**src/rtl/pcie_pkg.sv**
```systemverilog
// pcie_pkg
// Shared types and default timing for the PCIe endpoint reset sequencer.
//   pcie_rst_state_t : sequencer state encoding (also driven out on the debug
//                      'state' port of pcie_perst_sequencer)
//   DEF_*            : default cycle counts used as parameter defaults
//   max_of4          : helper that sizes the shared down-counter
package pcie_pkg;

  typedef enum logic [2:0] {
    RESET     = 3'd0,
    HOLD      = 3'd1,
    PHY_WAIT  = 3'd2,
    CORE_WAIT = 3'd3,
    RUN       = 3'd4,
    FAULT     = 3'd5
  } pcie_rst_state_t;

  localparam int DEF_SYNC_STAGES       = 2;
  localparam int DEF_DEBOUNCE_CYCLES   = 16;
  localparam int DEF_HOLD_CYCLES       = 100;
  localparam int DEF_CORE_DELAY_CYCLES = 32;
  localparam int DEF_TIMEOUT_CYCLES    = 4096;

  function automatic int max_of4(input int a, input int b, input int c, input int d);
    int m;
    m = a;
    if (b > m) m = b;
    if (c > m) m = c;
    if (d > m) m = d;
    return m;
  endfunction

endpackage

```
**src/rtl/pcie_perst_filter.sv**
```systemverilog
// pcie_perst_filter
// Synchronizes the root's asynchronous PERST# and debounces its release.
// Assertion (low) passes straight through the synchronizer with no filtering;
// deassertion is accepted only after DEBOUNCE_CYCLES consecutive high samples.
//   clk        : system clock
//   rst_n      : asynchronous active-low reset (filter comes up "PERST asserted")
//   perst_n    : raw PERST#, asynchronous to clk
//   perst_f    : filtered PERST# (registered)
//   perst_fall : one-cycle pulse on each 1->0 transition of perst_f
module pcie_perst_filter #(
  parameter int SYNC_STAGES     = 2,
  parameter int DEBOUNCE_CYCLES = 16
) (
  input  logic clk,
  input  logic rst_n,
  input  logic perst_n,
  output logic perst_f,
  output logic perst_fall
);

  localparam int DB_W = $clog2(DEBOUNCE_CYCLES + 1);

  logic [SYNC_STAGES-1:0] sync_q;
  logic [DB_W-1:0]        db_cnt_q, db_cnt_d;
  logic                   perst_f_q, perst_f_d;
  logic                   perst_f_dly_q;
  logic                   perst_s;

  assign perst_s = sync_q[SYNC_STAGES-1];

  always_ff @(posedge clk or negedge rst_n) begin
    if (!rst_n) begin
      sync_q        <= '0;
      db_cnt_q      <= '0;
      perst_f_q     <= 1'b0;
      perst_f_dly_q <= 1'b0;
    end else begin
      sync_q        <= {sync_q[SYNC_STAGES-2:0], perst_n};
      db_cnt_q      <= db_cnt_d;
      perst_f_q     <= perst_f_d;
      perst_f_dly_q <= perst_f_q;
    end
  end

  // Any low sample drops perst_f immediately and restarts the run of highs.
  always_comb begin
    db_cnt_d  = db_cnt_q;
    perst_f_d = perst_f_q;
    if (!perst_s) begin
      db_cnt_d  = '0;
      perst_f_d = 1'b0;
    end else if (!perst_f_q) begin
      if (db_cnt_q == DB_W'(DEBOUNCE_CYCLES - 1)) begin
        perst_f_d = 1'b1;
        db_cnt_d  = '0;
      end else begin
        db_cnt_d = db_cnt_q + 1'b1;
      end
    end
  end

  assign perst_f    = perst_f_q;
  assign perst_fall = perst_f_dly_q & ~perst_f_q;

endmodule

```
**src/rtl/pcie_perst_sequencer.sv**
```systemverilog
// pcie_perst_sequencer
// Endpoint-side reset sequencer: filters PERST#, then releases PHY reset and
// later core reset in a timed order, flags a PHY-ready timeout and counts
// accepted PERST assertions.
//   clk, rst_n    : system clock, asynchronous active-low reset
//   perst_n       : root PERST#, asynchronous
//   refclk_locked : refclk PLL lock (clk domain)
//   phy_ready     : PHY reset-done (clk domain)
//   phy_rst_n     : PHY reset, active-low
//   core_rst_n    : controller/user reset, active-low
//   link_en       : permits link training
//   fault         : PHY-ready timeout flag
//   state         : current pcie_rst_state_t encoding
//   perst_events  : saturating count of perst_f falling edges
module pcie_perst_sequencer
  import pcie_pkg::*;
#(
  parameter int SYNC_STAGES       = DEF_SYNC_STAGES,
  parameter int DEBOUNCE_CYCLES   = DEF_DEBOUNCE_CYCLES,
  parameter int HOLD_CYCLES       = DEF_HOLD_CYCLES,
  parameter int CORE_DELAY_CYCLES = DEF_CORE_DELAY_CYCLES,
  parameter int TIMEOUT_CYCLES    = DEF_TIMEOUT_CYCLES
) (
  input  logic        clk,
  input  logic        rst_n,
  input  logic        perst_n,
  input  logic        refclk_locked,
  input  logic        phy_ready,
  output logic        phy_rst_n,
  output logic        core_rst_n,
  output logic        link_en,
  output logic        fault,
  output logic [2:0]  state,
  output logic [15:0] perst_events
);

  localparam int MAX_CYC = max_of4(DEBOUNCE_CYCLES, HOLD_CYCLES, CORE_DELAY_CYCLES, TIMEOUT_CYCLES);
  localparam int CNT_W   = $clog2(MAX_CYC) + 1;

  logic perst_f, perst_fall;

  pcie_perst_filter #(
    .SYNC_STAGES    (SYNC_STAGES),
    .DEBOUNCE_CYCLES(DEBOUNCE_CYCLES)
  ) u_filter (
    .clk       (clk),
    .rst_n     (rst_n),
    .perst_n   (perst_n),
    .perst_f   (perst_f),
    .perst_fall(perst_fall)
  );

  pcie_rst_state_t  state_q, state_d;
  logic [CNT_W-1:0] cnt_q, cnt_d;
  logic             phy_rst_n_q, core_rst_n_q, link_en_q, fault_q;
  logic [15:0]      perst_events_q;
  logic             cnt_zero, abort;

  assign cnt_zero = (cnt_q == '0);
  assign abort    = !perst_f || !refclk_locked;

  // Next state. Abort outranks every other transition, including counter
  // expiry; FAULT is sticky until a fresh PERST assertion is seen.
  always_comb begin
    state_d = state_q;
    cnt_d   = cnt_q;
    if (state_q != FAULT && abort) begin
      state_d = RESET;
    end else begin
      case (state_q)
        RESET: begin
          state_d = HOLD;
          cnt_d   = CNT_W'(HOLD_CYCLES);
        end
        HOLD: begin
          if (cnt_zero) begin
            state_d = PHY_WAIT;
            cnt_d   = CNT_W'(TIMEOUT_CYCLES);
          end else begin
            cnt_d = cnt_q - 1'b1;
          end
        end
        PHY_WAIT: begin
          if (phy_ready) begin
            state_d = CORE_WAIT;
            cnt_d   = CNT_W'(CORE_DELAY_CYCLES);
          end else if (cnt_zero) begin
            state_d = FAULT;
          end else begin
            cnt_d = cnt_q - 1'b1;
          end
        end
        CORE_WAIT: begin
          if (!phy_ready) begin
            state_d = RESET;
          end else if (cnt_zero) begin
            state_d = RUN;
          end else begin
            cnt_d = cnt_q - 1'b1;
          end
        end
        RUN: begin
          state_d = RUN;
        end
        FAULT: begin
          if (perst_fall) state_d = RESET;
        end
        default: begin
          state_d = RESET;
        end
      endcase
    end
  end

  // Outputs are decoded from state_d into flops so they change on the same
  // edge as state_q and never see an input combinationally.
  always_ff @(posedge clk or negedge rst_n) begin
    if (!rst_n) begin
      state_q      <= RESET;
      cnt_q        <= '0;
      phy_rst_n_q  <= 1'b0;
      core_rst_n_q <= 1'b0;
      link_en_q    <= 1'b0;
      fault_q      <= 1'b0;
    end else begin
      state_q      <= state_d;
      cnt_q        <= cnt_d;
      phy_rst_n_q  <= (state_d == PHY_WAIT) || (state_d == CORE_WAIT) || (state_d == RUN);
      core_rst_n_q <= (state_d == RUN);
      link_en_q    <= (state_d == RUN);
      fault_q      <= (state_d == FAULT);
    end
  end

  always_ff @(posedge clk or negedge rst_n) begin
    if (!rst_n) begin
      perst_events_q <= '0;
    end else if (perst_fall && perst_events_q != 16'hFFFF) begin
      perst_events_q <= perst_events_q + 16'd1;
    end
  end

  assign phy_rst_n    = phy_rst_n_q;
  assign core_rst_n   = core_rst_n_q;
  assign link_en      = link_en_q;
  assign fault        = fault_q;
  assign state        = state_q;
  assign perst_events = perst_events_q;

endmodule
```
**config.mk**
```make
export PLATFORM = sky130hd
export DESIGN_NAME = pcie_perst_sequencer
export DESIGN_NICKNAME = d
export VERILOG_FILES = /design/src/rtl/pcie_pkg.sv /design/src/rtl/pcie_perst_filter.sv /design/src/rtl/pcie_perst_sequencer.sv
export SDC_FILE = /design/constraint.sdc
export NUM_CORES = 1
export LEC_CHECK = 0
export CAP_MARGIN = 20
export CELL_PAD_IN_SITES_DETAIL_PLACEMENT = 0
export CELL_PAD_IN_SITES_GLOBAL_PLACEMENT = 2
export CORE_ASPECT_RATIO = 1.4
export CORE_MARGIN = 5
export CORE_UTILIZATION = 38
export DETAILED_ROUTE_END_ITERATION = 8
export GPL_ROUTABILITY_DRIVEN = 1
export GPL_TIMING_DRIVEN = 0
export PLACE_DENSITY_LB_ADDON = 0.1
export SYNTH_ARGS = -nofsm -noshare
export SYNTH_HDL_FRONTEND = slang
export SYNTH_SLANG_ARGS = --single-unit
```
**constraint.sdc**
```tcl
create_clock -name clk -period 5 [get_ports clk]
set_input_delay 1 -clock clk [delete_from_list [all_inputs] [get_ports clk]]
set_output_delay 1 -clock clk [all_outputs]
set_load 0.05 [all_outputs]
```
# After elaboration in Yosys (flattened, before gate mapping)
# Index checks and enable logic that the tools add are counted.
op_classes:
  eq_ne: 14
  add_sub_neg: 3
  bitwise: 3
  mux: 19
  reduce_logical: 11
op_table:
  columns: ["op", "n"]
  rows:
  - ["13-bit two-way mux", 4]
  - ["13-bit case mux with 4 select lines", 1]
  - ["3-bit two-way mux", 7]
  - ["3-bit case mux with 6 select lines", 1]
  - ["16-bit by 1-bit adder with 16-bit output, second input constant", 1]
  - ["16-bit inequality test, second input constant", 1]
  - ["5-bit two-way mux", 3]
  - ["13-bit logical NOT", 1]
  - ["13-bit by 1-bit subtractor with 13-bit output, second input constant", 1]
  - ["3-bit by 2-bit == test with 1-bit output, second input constant", 4]
  - ["3-bit == test, second input constant", 4]
  - ["5-bit by 1-bit adder with 5-bit output, second input constant", 1]
  - ["5-bit by 4-bit == test with 1-bit output, second input constant", 1]
  - ["2-bit inequality test, second input constant", 2]
  - ["4-bit nonzero test", 1]
  - ["3-bit by 1-bit == test with 1-bit output, second input constant", 1]
  - ["3-bit logical NOT", 1]
  - ["1-bit logical OR", 3]
  - ["1-bit two-way mux", 3]
  - ["3-bit inequality test, second input constant", 1]
  - ["3-bit AND reduction", 1]
  - ["1-bit logical AND", 2]
  - ["1-bit logical NOT", 2]
  - ["1-bit NOT", 2]
  - ["1-bit bitwise AND", 1]
word_totals:
  out_inout_bits: 23
  input_bits: 5
  ff_bits: 44
  wordCells: 60

# Longest topological paths before layout
# Gate-level depths: netlist of run 1.
logic_depth:
  word_depth: 8
  depth_mapped: 10
  depth_no_buf: 9

# By module
# A second synthesis of run 1 with hierarchy kept.
unflattened:
  hier_cells: 234
  hier_area_um2: 2307.2
by_module_without_submodules:
  columns: ["module", "seq_area_each_um2", "area_each_um2", "n_inst", "cells_per_inst"]
  rows:
  - ["pcie_perst_sequencer", 875.8, 1931.9, 1, 203]
  - ["pcie_perst_filter", 225.2, 375.4, 1, 31]

# Least setup slack after synthesis of run 1
# No wires, ideal clock.
synth_path:
  kind: "in2reg"
  startpoint: "input phy_ready"
  endpoint: "register cnt_q[4]"
  cell_stages: 5
  slack_ps: 2878
  required_time_ps: 4884
  arrival_time_ps: 2007
  path_buffers: 0
  setup_time_ps: 116
  path_cell_list: "nor2b_2 > xnor2_1 > nor2_1 > nand2_1 > o311ai_0"
synth_via:
  elab_chain_cells: 2
  word_cells_on_any_way: 4
  cone_classes: "eq/ne: 1; mux: 2; reduce/logical: 1"
synth_rtl:
  columns: ["element", "line_no", "source"]
  rows:
  - ["start, declared", "pcie_perst_sequencer.sv:28", "input logic phy_ready,"]
  - ["13-bit two-way mux or 2-bit inequality test (tied branches)", null, null]
  - ["13-bit case mux with 4 select lines or 3-bit AND reduction (tied branches)", null, null]
  - ["end signal, assigned", "pcie_perst_sequencer.sv:127", "cnt_q <= cnt_d;"]
  - ["end, declared", "pcie_perst_sequencer.sv:54", "logic [CNT_W-1:0] cnt_q, cnt_d;"]
# Several ways; a longest one is shown, not always the timed one.
# A chain may end at the register's enable or synchronous reset.

# Final worst setup path of run 1
# Ends and elaborated chain as after synthesis.

==> impl_metrics.env, run 1 <==
export IMPL_status="complete, no violations"
export IMPL_clkTransAtPathRegs_ns=0.09
export IMPL_cts_resized=0
export IMPL_firstDrtPassIters=4
export IMPL_netlist_instances=239
export IMPL_routabilityCongestion=0.7668
export IMPL_grt_pass1_wl_microns=9673
export IMPL_drtIter0Drc=89
export IMPL_fin_skew_ns=0.006797
export IMPL_drt_wl_total_microns=5607
export IMPL_start_util=0.3937
export IMPL_place_ws_ns=1.890
export IMPL_via_per_inst=5.452
export IMPL_layout_commonest_cell="dfrtp_1"
export IMPL_setup_viol=0
export IMPL_post_drt_wl_per_cell_microns=16.25
export IMPL_clock_sinks=44
export IMPL_die_width_microns=76.11
export IMPL_place_port_buffers=27
export IMPL_synth_top_family_by_area="simple AND/OR/NAND/NOR gates"
export IMPL_n_fill_cell=590
export IMPL_grt_pass1_vias=1951
export IMPL_numCtsBuffers=5
export IMPL_hold_violations=0
export IMPL_fin_crit_ns=2.816
export IMPL_grt_max_degree=28
export IMPL_antenna_found_initial=0
export IMPL_die_area_sq_um=7804
export IMPL_hold_path_class="reg -> reg"
export IMPL_rows=33
export IMPL_fin_tns_setup_ns=0
export IMPL_synth_fa_ha_area_frac=0.02691
export IMPL_ant_nets=0
export IMPL_cap_violations=0
export IMPL_num_vias=1881
export IMPL_crit_required_ns=5.19
export IMPL_ios=28
export IMPL_syn_area_sq_um=2325
export IMPL_synth_seq_cells=44
export IMPL_synth_compound_gate_area_share=0.1561
export IMPL_grt_ovfl_total=0
export IMPL_final_cell_mix="dfrtp_1 (44), clkdlybuf4s50_1 (26), nand2_1 (24)"
export IMPL_synth_edf_count=0
export IMPL_insertion_delay_ns=0.30
export IMPL_cp_start_kind="primary input"
export IMPL_yosys_area_share_simple=0.2131
export IMPL_path_max_fanout=8
export IMPL_peakVddDrop_mv=0.1397
export IMPL_clock_path_buffers=2
export IMPL_cts_post_setup_buffers_inserted=0
export IMPL_tightest_slew_ns=0.7553
export IMPL_area_growth_pct=20.18
export IMPL_relSlewSlack=0.4918
export IMPL_p_leak_uw=0.001234
export IMPL_synthArstFlopShare=1.000
export IMPL_dp_hpwl_microns=4128
export IMPL_critPathCaptureType="flip-flop"
export IMPL_maxSlewViolCount=0
export IMPL_path_class="in -> reg"
export IMPL_synthMuxAreaShare=0.03122
export IMPL_seq_area_sq_um=1101
export IMPL_n_antenna_cell=0
export IMPL_synth_net_count=249
export IMPL_synthFlopType="dfrtp_1"
export IMPL_powerDensity_nw_per_um2=221.3
export IMPL_syn_area_per_cell_sq_um=9.727
export IMPL_post_route_period_util=0.5633
export IMPL_cp_arrival_ns=3.01
export IMPL_ys_types=49
export IMPL_htreeDepth=2
export IMPL_core_area_sq_um=5904
export IMPL_grt_total_usage=0.1543
export IMPL_yosysWarnings=0
export IMPL_drc=0
export IMPL_fmax_mhz=355.1
export IMPL_holdBufCountCts=0
export IMPL_nets=284
export IMPL_rsz0062_at_grt="false"
export IMPL_setup_ws_ns=2.184
export IMPL_cts_root_buffer="clkbuf_8"
export IMPL_multiInputGateArea_sq_um=1134
export IMPL_cts_tree="done"
export IMPL_ys_seq_area_frac=0.4736
export IMPL_synth_xor_area_frac=0.06028
export IMPL_die_height_microns=102.5
export IMPL_drive_above_1_share=0.07636
-- kinds of logic after synthesis --
family / after synthesis
simple gates: 92
compound gates: 55
flops: 44
buf+inv: 20
xor+xnor: 16
mux: 7
fa+ha+maj: 5
-- registers in the layout, indices dropped and copies added (netlist names) --
| signal | flops |
|---|---|
| state | 3 |
| u_filter.perst_f_dly_q | 1 |
| cnt_q | 13 |
| u_filter.sync_q | 2 |
| u_filter.perst_f | 1 |
| u_filter.db_cnt_q | 5 |
| perst_events | 16 |
| phy_rst_n | 1 |
| fault | 1 |
| link_en | 1 |
-- critical path, stage by stage --
cell,delay [ns]
clkdlybuf4s50_1,0.48
nor2b_2,0.27
xnor2_1,0.18
nor2_1,0.53
nand2_1,0.24
o311ai_0,0.31
-- final cells by class --
type                       instances  share of cell area
buffer                             6             0.01254
clock inverter                     2            0.004926
tap                               70             0.03135
timing repair buffer              28              0.1021
inverter                          14             0.01970
sequential                        44              0.3941
clock buffer                       6             0.02956
multi-input combinational        175              0.4057
-- final timing paths --
check,start,depth (start not counted),end,slack [ns]
max,phy_ready,6,cnt_q[4]$_DFFE_PN0P_,2.18
min,u_filter.sync_q[0]$_DFF_PN0_,0,u_filter.sync_q[1]$_DFF_PN0_,0.35
max reg2reg,cnt_q[0]$_DFFE_PN0P_,10,cnt_q[0]$_DFFE_PN0P_,2.78
min reg2reg,u_filter.sync_q[0]$_DFF_PN0_,0,u_filter.sync_q[1]$_DFF_PN0_,0.35
max in group asynchronous,rst_n,2,cnt_q[0]$_DFFE_PN0P_,3.87
min in group asynchronous,rst_n,1,cnt_q[7]$_DFFE_PN0P_,0.64
-- layer usage --
layer  vias to the layer above  GRT usage  share of wire
met1                       922     0.1859           0.45
met4                         0    0.06057          0.019
met3                         7    0.02972          0.023
met2                        26     0.2731           0.51
li1                        926          -              -
met5                         -          0              0
-- where the power goes --
| group | internal, uW | switching, uW |
|---|---|---|
| logic | 7.05 | 10.4 |
| clock network | 113 | 127 |
| registers | 358 | 2.57 |
-- synth_stat cells (2+ instances only) --
library cell,instances,area share
dfrtp_1,44,0.47
nand2_1,24,0.039
nor2_1,17,0.027
inv_1,13,0.021
o21ai_0,13,0.028
xnor2_1,9,0.034
a21oi_1,8,0.017
a31oi_1,8,0.022
nor2b_1,8,0.022
nor3_1,8,0.017
nand3_1,7,0.015
xor2_1,7,0.026
a21o_1,6,0.019
and3_1,6,0.016
ha_1,5,0.027
mux2i_1,5,0.022
nand4_1,5,0.013
clkbuf_1,3,0.0048
nand2b_1,3,0.0081
o2111ai_1,3,0.011
a22oi_1,2,0.0065
a41oi_1,2,0.0075
and2_1,2,0.0054
mux2_2,2,0.0097
nor4_1,2,0.0054
o22ai_1,2,0.0054
o31ai_1,2,0.0065
or4_1,2,0.0065
-- per-stage QoR --
| step | hold WS, ns | power (uW) | instance area (sq um) | util | instances |
|---|---|---|---|---|---|
| 2_1_floorplan | 0.3312 | 372.4 | 2325 | - | 239 |
| 3_3_place_gp | 0.3353 | 384.9 | 2683 | 0.4543 | 336 |
| 3_5_place_dp | 0.3379 | 386.5 | 2698 | 0.4569 | 337 |
| 4_1_cts | 0.3583 | 628.7 | 2794 | 0.4732 | 345 |
| 5_1_grt | 0.3692 | 654.0 | 2794 | 0.4732 | 345 |
| 6_report | 0.3549 | 618.4 | 2794 | 0.4732 | 345 |
No activity file was read; power rests on OpenSTA's default activity.
==> run 2, diff against run 1 <==
CORE_UTILIZATION = 35   (was 38)
clock period = 2.9 ns   (was 5 ns; I/O delays follow)
==> impl_metrics.env, run 2 (synthesis gave the netlist of run 1 again) <==
export IMPL_postLayoutCoreUtil=0.4339
export IMPL_cts_resized=0
export IMPL_final_cell_mix="dfrtp_1 (44), clkdlybuf4s50_1 (26), nand2_1 (24)"
export IMPL_cap_violations=0
export IMPL_antenna_found_initial=0
export IMPL_via_per_inst=5.382
export IMPL_hold_violations=0
export IMPL_area_growth_pct=21.80
export IMPL_setup_viol=0
export IMPL_tightest_slew_ns=0.7907
export IMPL_clock_path_buffers=2
export IMPL_place_ws_ns=0.2347
export IMPL_rr_worst_depth=10
export IMPL_grt_pass1_vias=1956
export IMPL_finalInstanceArea_sq_um=2831
export IMPL_grt_ovfl_total=0
export IMPL_hold_path_class="in -> async"
export IMPL_n_fill_cell=672
export IMPL_rows=35
export IMPL_drtIter0Drc=61
export IMPL_firstDrtPassIters=4
export IMPL_place_port_buffers=27
export IMPL_fin_skew_ns=0.006923
export IMPL_cts_root_buffer="clkbuf_8"
export IMPL_largest_reg_flops=16
export IMPL_cts_tree="done"
export IMPL_insertion_delay_ns=0.29
export IMPL_numCtsBuffers=5
export IMPL_powerDensity_nw_per_um2=425.6
export IMPL_relSlewSlack=0.4680
export IMPL_num_vias=1873
export IMPL_holdWs_ns=0.2222
export IMPL_grt_total_usage=0.1487
export IMPL_ios=28
export IMPL_core_area_sq_um=6525
export IMPL_clkTransAtPathRegs_ns=0.08
export IMPL_drt_wl_total_microns=5714
export IMPL_grt_pass1_wl_microns=9804
export IMPL_critPathCaptureType="flip-flop"
export IMPL_crit_required_ns=3.07
export IMPL_htreeDepth=2
export IMPL_routabilityCongestion=0.7665
export IMPL_path_class="in -> reg"
export IMPL_peakVddDrop_mv=0.3101
export IMPL_clock_sinks=44
export IMPL_n_antenna_cell=0
export IMPL_nets=284
export IMPL_drc=0
export IMPL_holdBufCountCts=0
export IMPL_p_leak_uw=0.001246
export IMPL_drive_above_1_share=0.07299
export IMPL_fin_crit_ns=2.370
export IMPL_layout_commonest_cell="dfrtp_1"
export IMPL_rsz0062_at_grt="false"
export IMPL_path_max_fanout=8
export IMPL_post_drt_wl_per_cell_microns=16.42
export IMPL_placed_area_sq_um=2703
export IMPL_die_width_microns=78.88
export IMPL_ant_nets=0
export IMPL_fmax_mhz=422.0
export IMPL_regToRegStartpoint="cnt_q[0]$_DFFE_PN0P_"
export IMPL_post_route_period_util=0.8171
export IMPL_die_height_microns=106.4
export IMPL_dp_hpwl_microns=4261
export IMPL_grt_max_degree=27
export IMPL_die_area_sq_um=8395
export IMPL_status="complete, no violations"
export IMPL_cp_arrival_ns=2.54
export IMPL_cts_post_setup_buffers_inserted=0
export IMPL_cp_start_kind="primary input"
export IMPL_setup_ws_ns=0.5304
export IMPL_maxSlewViolCount=0
export IMPL_critPathLaunch="phy_ready"
export IMPL_start_util=0.3563
## run 2: cell count changes in the layout (fill, tap and decap cells not counted), sizes merged
cell,delta
clkinv,-1
inv,-1
clkbuf,-1
bufinv,+2
## run 2: cell type report
type | count | area (sq um) | share of cell area
well taps | 74 | 92.59 | 0.03270
multi-input cells | 175 | 1134 | 0.4004
repair buffers | 28 | 285.3 | 0.1008
clock inverters | 2 | 60.06 | 0.02121
clock buffers | 5 | 68.82 | 0.02430
plain buffers | 6 | 35.03 | 0.01237
inverters | 14 | 55.05 | 0.01944
flip-flops and latches | 44 | 1101 | 0.3889
## run 2: final timing paths
path                                                    end  slack (ns)
max in group asynchronous      perst_events[14]$_DFFE_PN0P_        2.18
hold / removal             u_filter.db_cnt_q[1]$_DFFE_PN0P_        0.22
setup reg to reg                       cnt_q[0]$_DFFE_PN0P_        0.69
min in group clk               u_filter.sync_q[1]$_DFF_PN0_        0.35
setup / recovery                       cnt_q[4]$_DFFE_PN0P_        0.53
hold reg to reg                u_filter.sync_q[1]$_DFF_PN0_        0.35
## run 2: power breakdown
part | leakage [uW] | switching, uW | total (uW) | internal, uW
logic | 0.000595 | 18.3 | 30.4 | 12.1
clock network | 0.0000642 | 213 | 552 | 339
registers | 0.000587 | 4.51 | 622 | 618
total | 0.00125 | 236 | 1210 | 969
## run 2: critical path: stages
cell and delay, ns:
clkdlybuf4s50_1 0.51, nor2b_2 0.27, xnor2_1 0.15, nor2_1 0.48
nand2_1 0.23, o311ai_0 0.33
## run 2: metal layers
| layer | vias to the layer above | wire (microns) | GRT usage | part of all wire |
|---|---|---|---|---|
| met5 | - | 0 | 0 | 0 |
| met4 | 0 | 70 | 0.04054 | 0.012 |
| met3 | 6 | 164 | 0.03136 | 0.029 |
| met2 | 25 | 3040 | 0.2691 | 0.53 |
| met1 | 912 | 2439 | 0.1757 | 0.43 |
| li1 | 930 | - | - | - |
## run 2: per-stage QoR
| step | TNS [ns] | total power [uW] | cells |
|---|---|---|---|
| 6_report | 0 | 1205 | 348 |
| 5_1_grt | 0 | 1257 | 348 |
| 4_1_cts | 0 | 1223 | 348 |
| 3_5_place_dp | 0 | 666.6 | 341 |
| 3_3_place_gp | -4.086 | 664.0 | 340 |
| 2_1_floorplan | 0 | 642.0 | 239 |
